## src/rtl/rca_lsq.sv

```systemverilog
// rca_lsq: in-order load/store queue for the RCA operation units.
// Accepts OU requests into a small FIFO and issues them one at a time
// to the data-memory port. Load results are lane-selected, extended and
// returned with a one-cycle load_complete pulse; stores complete silently.
// The lane logic assumes a 32-bit data path (four byte lanes, mem_be[3:0]).
module rca_lsq #(
   parameter int DEPTH = 4,
   parameter int XLEN  = 32
) (
   input  logic            clk,
   input  logic            rst,
   input  logic [XLEN-1:0] addr,
   input  logic [XLEN-1:0] data,
   input  logic [2:0]      fn3,
   input  logic            load,
   input  logic            store,
   input  logic            new_request,
   output logic            lsq_full,
   output logic [XLEN-1:0] load_data,
   output logic            load_complete,
   output logic            mem_request,
   output logic [XLEN-1:0] mem_addr,
   output logic [XLEN-1:0] mem_wdata,
   output logic [3:0]      mem_be,
   output logic            mem_load,
   output logic            mem_store,
   input  logic            mem_ack,
   input  logic [XLEN-1:0] mem_rdata,
   input  logic            mem_rvalid
);

   localparam int PW = $clog2(DEPTH);
   localparam int CW = PW + 1;
   localparam logic [CW-1:0] FULL_CNT = CW'(DEPTH);

   typedef enum logic {
      ISSUE     = 1'b0,
      WAIT_LOAD = 1'b1
   } state_t;

   // Lane-replicated store data for the requested access size.
   function automatic logic [XLEN-1:0] store_wdata(input logic [2:0] f,
                                                   input logic [XLEN-1:0] d);
      logic [XLEN-1:0] w;
      case (f)
         3'b000:  w = {4{d[7:0]}};
         3'b001:  w = {2{d[15:0]}};
         default: w = d;
      endcase
      return w;
   endfunction

   // Byte enables; sizes other than byte/half are issued as full words.
   function automatic logic [3:0] store_be(input logic [2:0] f,
                                           input logic [1:0] a);
      logic [3:0] be;
      case (f)
         3'b000:  be = 4'b0001 << a;
         3'b001:  be = a[1] ? 4'b1100 : 4'b0011;
         default: be = 4'b1111;
      endcase
      return be;
   endfunction

   // Select the addressed lane of the read word and sign/zero extend it.
   function automatic logic [XLEN-1:0] load_extend(input logic [2:0] f,
                                                   input logic [1:0] a,
                                                   input logic [XLEN-1:0] rd);
      logic [7:0]      b;
      logic [15:0]     h;
      logic [XLEN-1:0] r;
      case (a)
         2'd0:    b = rd[7:0];
         2'd1:    b = rd[15:8];
         2'd2:    b = rd[23:16];
         default: b = rd[31:24];
      endcase
      h = a[1] ? rd[31:16] : rd[15:0];
      case (f)
         3'b000:  r = {{(XLEN-8){b[7]}}, b};
         3'b100:  r = {{(XLEN-8){1'b0}}, b};
         3'b001:  r = {{(XLEN-16){h[15]}}, h};
         3'b101:  r = {{(XLEN-16){1'b0}}, h};
         default: r = rd;
      endcase
      return r;
   endfunction

   // FIFO storage (no reset needed: entries are only read when counted valid)
   logic [XLEN-1:0] addr_q [DEPTH];
   logic [XLEN-1:0] data_q [DEPTH];
   logic [2:0]      fn3_q  [DEPTH];
   logic            load_q [DEPTH];

   logic [PW-1:0]   rd_ptr_q, rd_ptr_d;
   logic [PW-1:0]   wr_ptr_q, wr_ptr_d;
   logic [CW-1:0]   count_q, count_d;
   state_t          state_q, state_d;
   logic [XLEN-1:0] load_data_q, load_data_d;
   logic            load_complete_q, load_complete_d;

   logic            empty;
   logic            push;
   logic            pop;
   logic [XLEN-1:0] head_addr;
   logic [XLEN-1:0] head_data;
   logic [2:0]      head_fn3;
   logic            head_load;

   assign empty     = (count_q == '0);
   assign lsq_full  = (count_q == FULL_CNT);
   // A request made while full is dropped even if the head pops this cycle.
   assign push      = new_request && !lsq_full && (load != store);

   assign head_addr = addr_q[rd_ptr_q];
   assign head_data = data_q[rd_ptr_q];
   assign head_fn3  = fn3_q[rd_ptr_q];
   assign head_load = load_q[rd_ptr_q];

   // Memory-side outputs: decoded from the head entry, zero when idle.
   assign mem_request = (state_q == ISSUE) && !empty;
   assign mem_addr    = mem_request ? {head_addr[XLEN-1:2], 2'b00} : '0;
   assign mem_wdata   = (mem_request && !head_load) ? store_wdata(head_fn3, head_data) : '0;
   assign mem_be      = (mem_request && !head_load) ? store_be(head_fn3, head_addr[1:0]) : 4'b0000;
   assign mem_load    = mem_request && head_load;
   assign mem_store   = mem_request && !head_load;

   assign load_data     = load_data_q;
   assign load_complete = load_complete_q;

   // FIFO entry write on push
   always_ff @(posedge clk) begin
      if (push) begin
         addr_q[wr_ptr_q] <= addr;
         data_q[wr_ptr_q] <= data;
         fn3_q[wr_ptr_q]  <= fn3;
         load_q[wr_ptr_q] <= load;
      end
   end

   // Issue FSM next state, pop decision and load result capture
   always_comb begin
      state_d         = state_q;
      pop             = 1'b0;
      load_complete_d = 1'b0;
      load_data_d     = load_data_q;
      case (state_q)
         ISSUE: begin
            if (!empty && mem_ack) begin
               if (head_load) begin
                  state_d = WAIT_LOAD;
               end else begin
                  pop = 1'b1;
               end
            end
         end
         WAIT_LOAD: begin
            if (mem_rvalid) begin
               pop             = 1'b1;
               load_complete_d = 1'b1;
               load_data_d     = load_extend(head_fn3, head_addr[1:0], mem_rdata);
               state_d         = ISSUE;
            end
         end
         default: state_d = ISSUE;
      endcase
   end

   // Pointer and occupancy next state; pointers wrap modulo DEPTH
   always_comb begin
      rd_ptr_d = pop  ? rd_ptr_q + 1'b1 : rd_ptr_q;
      wr_ptr_d = push ? wr_ptr_q + 1'b1 : wr_ptr_q;
      count_d  = count_q;
      case ({push, pop})
         2'b10:   count_d = count_q + 1'b1;
         2'b01:   count_d = count_q - 1'b1;
         default: count_d = count_q;
      endcase
   end

   // Control and output registers with synchronous reset
   always_ff @(posedge clk) begin
      if (rst) begin
         state_q         <= ISSUE;
         rd_ptr_q        <= '0;
         wr_ptr_q        <= '0;
         count_q         <= '0;
         load_data_q     <= '0;
         load_complete_q <= 1'b0;
      end else begin
         state_q         <= state_d;
         rd_ptr_q        <= rd_ptr_d;
         wr_ptr_q        <= wr_ptr_d;
         count_q         <= count_d;
         load_data_q     <= load_data_d;
         load_complete_q <= load_complete_d;
      end
   end

endmodule

```

## config.mk

```make
export PLATFORM = sky130hd
export DESIGN_NAME = rca_lsq
export DESIGN_NICKNAME = d
export VERILOG_FILES = /design/src/rtl/rca_lsq.sv
export SDC_FILE = /design/constraint.sdc
export NUM_CORES = 1
export LEC_CHECK = 0
export ABC_AREA = 1
export CAP_MARGIN = 30
export CORE_UTILIZATION = 45
export CTS_BUF_LIST = sky130_fd_sc_hd__clkbuf_8 sky130_fd_sc_hd__clkbuf_16
export DETAILED_ROUTE_END_ITERATION = 10
export PLACE_DENSITY = 0.69
export SLEW_MARGIN = 20
export SYNTH_ARGS = -nofsm -noshare
export SYNTH_HDL_FRONTEND = slang
export SYNTH_SLANG_ARGS = --single-unit
```

## constraint.sdc

```tcl
create_clock -name clk -period 13.2 [get_ports clk]
set_input_delay 1.98 -clock clk [delete_from_list [all_inputs] [get_ports clk]]
set_output_delay 1.98 -clock clk [all_outputs]
set_load 0.02 [all_outputs]
```

==> results.sh <==
export IMPL_cts_buffers=35
export IMPL_timing_final_ws_setup_ns=7.24
export IMPL_final_fill_count=2366
export IMPL_whs_ns=0.464
export IMPL_nets=1544
export IMPL_clk_pin_slew_worst_paths_ns=0.06
export IMPL_instances_no_fill=1844
export IMPL_grt_max_degree=78
export IMPL_first_global_vias=9536
export IMPL_synth_edf_count=272
export IMPL_cts_resized_gates=0
export IMPL_yosys_area_top_type="edfxtp_1"
export IMPL_crit_path_max_fanout=69
export IMPL_area_delta_synth_final_pct=26.3
export IMPL_synth_top_area_share_pct=61.1
export IMPL_drt_wl_total_mm=32.5
export IMPL_post_cts_buffers=0
export IMPL_remaining_drc_errors=0
export IMPL_core_area_um2=28900
export IMPL_ys_ff_latch=315
export IMPL_cp_end_kind="output pin"
export IMPL_arrival_ns=3.98
export IMPL_period_minus_slack_ns=5.96
export IMPL_yosysWarnings=0
export IMPL_clock_path_buffers=3
export IMPL_syn_avg_cell_area_um2=10.8
export IMPL_dieArea_um2=30400
export IMPL_required_ns=11.22
export IMPL_cts_sinks=315
export IMPL_cts_tree="yes"
export IMPL_synth_most_common_cell="edfxtp_1"
export IMPL_ant_nets=0
export IMPL_slew_viol_final=0
export IMPL_yosysSeqAreaShare_pct=67.6
export IMPL_cts_max_level=2
export IMPL_synthTopCellsByArea="edfxtp_1, nor2_1, dfxtp_1"
export IMPL_timing_fmax_mhz=168
export IMPL_fin_area_um2=16900
export IMPL_slowest_stage="clkdlybuf4s50_1"
export IMPL_antenna_found_initial=4
export IMPL_cts_root_buf="clkbuf_16"
export IMPL_syn_area_um2=13400
export IMPL_die_h_um=174
export IMPL_start_kind="register"
export IMPL_ys_top_cells_by_count="edfxtp_1, nor2_1, nand2_1, o21ai_0, inv_1"
export IMPL_slew_headroom_pct=36.9
export IMPL_postPlaceCellArea_um2=15800
export IMPL_place_ws_ns=7.79
export IMPL_grt_usage_pct=21.6
export IMPL_wl_per_cell_um=17.6
export IMPL_setup_viol=0
export IMPL_path_class="register to output pin"
export IMPL_finalHoldViolCount=0
export IMPL_synthFlopType="edfxtp_1"
export IMPL_leakage_nw=6.32
export IMPL_grt_first_pass_wirelength_mm=51.0
export IMPL_first_iter_violations=791
export IMPL_first_pass_iters=6
export IMPL_ys_async_sr_fraction_pct=0
export IMPL_die_w_um=174
export IMPL_dp_cells=1779
export IMPL_finalCoreUtilization_pct=58.3
export IMPL_gp_congestion=0.931
export IMPL_synth_distinct_cells=40
export IMPL_drv_cap=0
export IMPL_port_buffer_count=208
export IMPL_drive_above_1_share_pct=7.82
export IMPL_power_density_nw_per_um2=154
export IMPL_start_util_pct=46.2
export IMPL_vias=9618
export IMPL_vdd_drop_max_mv=0.0934
export IMPL_ctsHoldBuffers=0
export IMPL_routed_via_density=5.22
export IMPL_worstMarginPinSlew_ns=0.947
export IMPL_fin_total_pwr_mw=2.61
export IMPL_status="completed"
export IMPL_crit_chain="inv_4 > buf_4 > buf_16 > nor2_1 > nor2_1 > o21ai_1 > nand2_4 > inv_2 > nand2_2 > o21ai_0 > nor2_1 > clkdlybuf4s50_1"
export IMPL_hp_start="load_data[15]"
export IMPL_rsz0062_at_grt="false"
export IMPL_grt_overflow=0
export IMPL_syn_inst=1241
export IMPL_min_path_type="register to register"
export IMPL_ios=211
export IMPL_cp_common_cell="nor2_1"
export IMPL_clock_skew_ns=0.0113
export IMPL_rows=62
export IMPL_hpwl_mm=20.6
export IMPL_cpPeakStageDelay_ns=0.71
export IMPL_fin_crit_sh_pct=45.1
export IMPL_setup_tns_final_ns=0
export IMPL_clkLatencyLatePin_ns=0.51
power breakdown:
| group | switching [mW] | leakage, nW | total (mW) | internal, mW |
|---|---|---|---|---|
| combinational | 0.356 | 2.94 | 0.571 | 0.215 |
| clock | 0.374 | 0.561 | 0.900 | 0.526 |
| sequential | 0.0152 | 2.82 | 1.14 | 1.12 |
worst max-delay path: cells and delay by family, from the launching register on:
kind	cells	cell delay, ns
buf+inv	5	1.74
flops	1	0.45
compound gates	2	0.35
simple gates	5	0.88
placed cells by master (no fill, tap or decap), types with 2 or more instances in the layout:
cell             Yosys  layout
nor2_2               2       2
conb_1               1       2
clkinv_1             0       6
nand2_4              2       2
a32o_1               9       9
clkbuf_16            0      36
a31oi_1              8       8
inv_1               93     101
inv_2                7       7
a21oi_1             82      82
edfxtp_1           272     272
clkbuf_8             0       2
o21ai_2             11      11
o211ai_1             7       7
clkdlybuf4s50_1      0     208
nand2_2              8       8
clkinv_2             0       5
dfxtp_1             43      41
o21ai_0            158     158
buf_12               1       3
nand3_2              3       3
nand2_1            164     164
diode_2              0       2
nor2_1             235     231
o21ai_1              7       7
clkinvlp_4           0       2
buf_4                5      10
nor2_4               1       5
ha_1                 5       5
nor3_1               2       2
o22ai_1              7       7
buf_16               0       2
nand3_1             21      21
or2_2                6       6
a32oi_1              7       7
sequential cells by signal, indices dropped and copies added, names as in the netlist, named ones only:
name / flops
fn3_q: 12
load_complete: 1
data_q: 128
count_q: 3
state_q: 1
wr_ptr_q: 2
load_data: 32
rd_ptr_q: 2
addr_q: 128
load_q: 4
cell type report:
type / instances / area [um2] / share of cell area, %
Multi-Input combinational cell: 756 / 3610 / 21.4
Antenna cell: 2 / 5.00 / 0.0297
Clock buffer: 38 / 928 / 5.50
Inverter: 100 / 378 / 2.24
Sequential cell: 315 / 9030 / 53.5
Clock inverter: 25 / 151 / 0.897
Timing Repair Buffer: 224 / 2290 / 13.6
Tap cell: 384 / 480 / 2.85
path summary, 6_finish.rpt:
check | to | slack (ns) | cells after the start
worst max-delay path | mem_wdata[15] | 7.24 | 12
worst min register to register | load_data[15] | 0.46 | 2
worst max register to register | count_q[2] | 9.62 | 17
worst min-delay path | load_data[15] | 0.46 | 2
cell families (layout without fill, tap and decap cells):
family / after synthesis / count (layout) / share of synthesized area (%)
AND/OR/NAND/NOR: 449 / 449 / 13.7
flip-flops: 315 / 315 / 67.6
AO/OA/AOI/OAI: 299 / 299 / 12.4
buffers and inverters: 171 / 387 / 5.67
adder cells (fa/ha/maj): 6 / 6 / 0.618
other: 1 / 4 / 0.0281
metal layers:
metal	track usage (%)	vias to the layer above	wire length (um)
li1	-	4654	-
met1	27.5	4571	13600
met2	36.8	333	15800
met3	4.59	56	2340
met4	6.54	4	726
met5	0	-	25
Power figures use the tool's default switching activity.
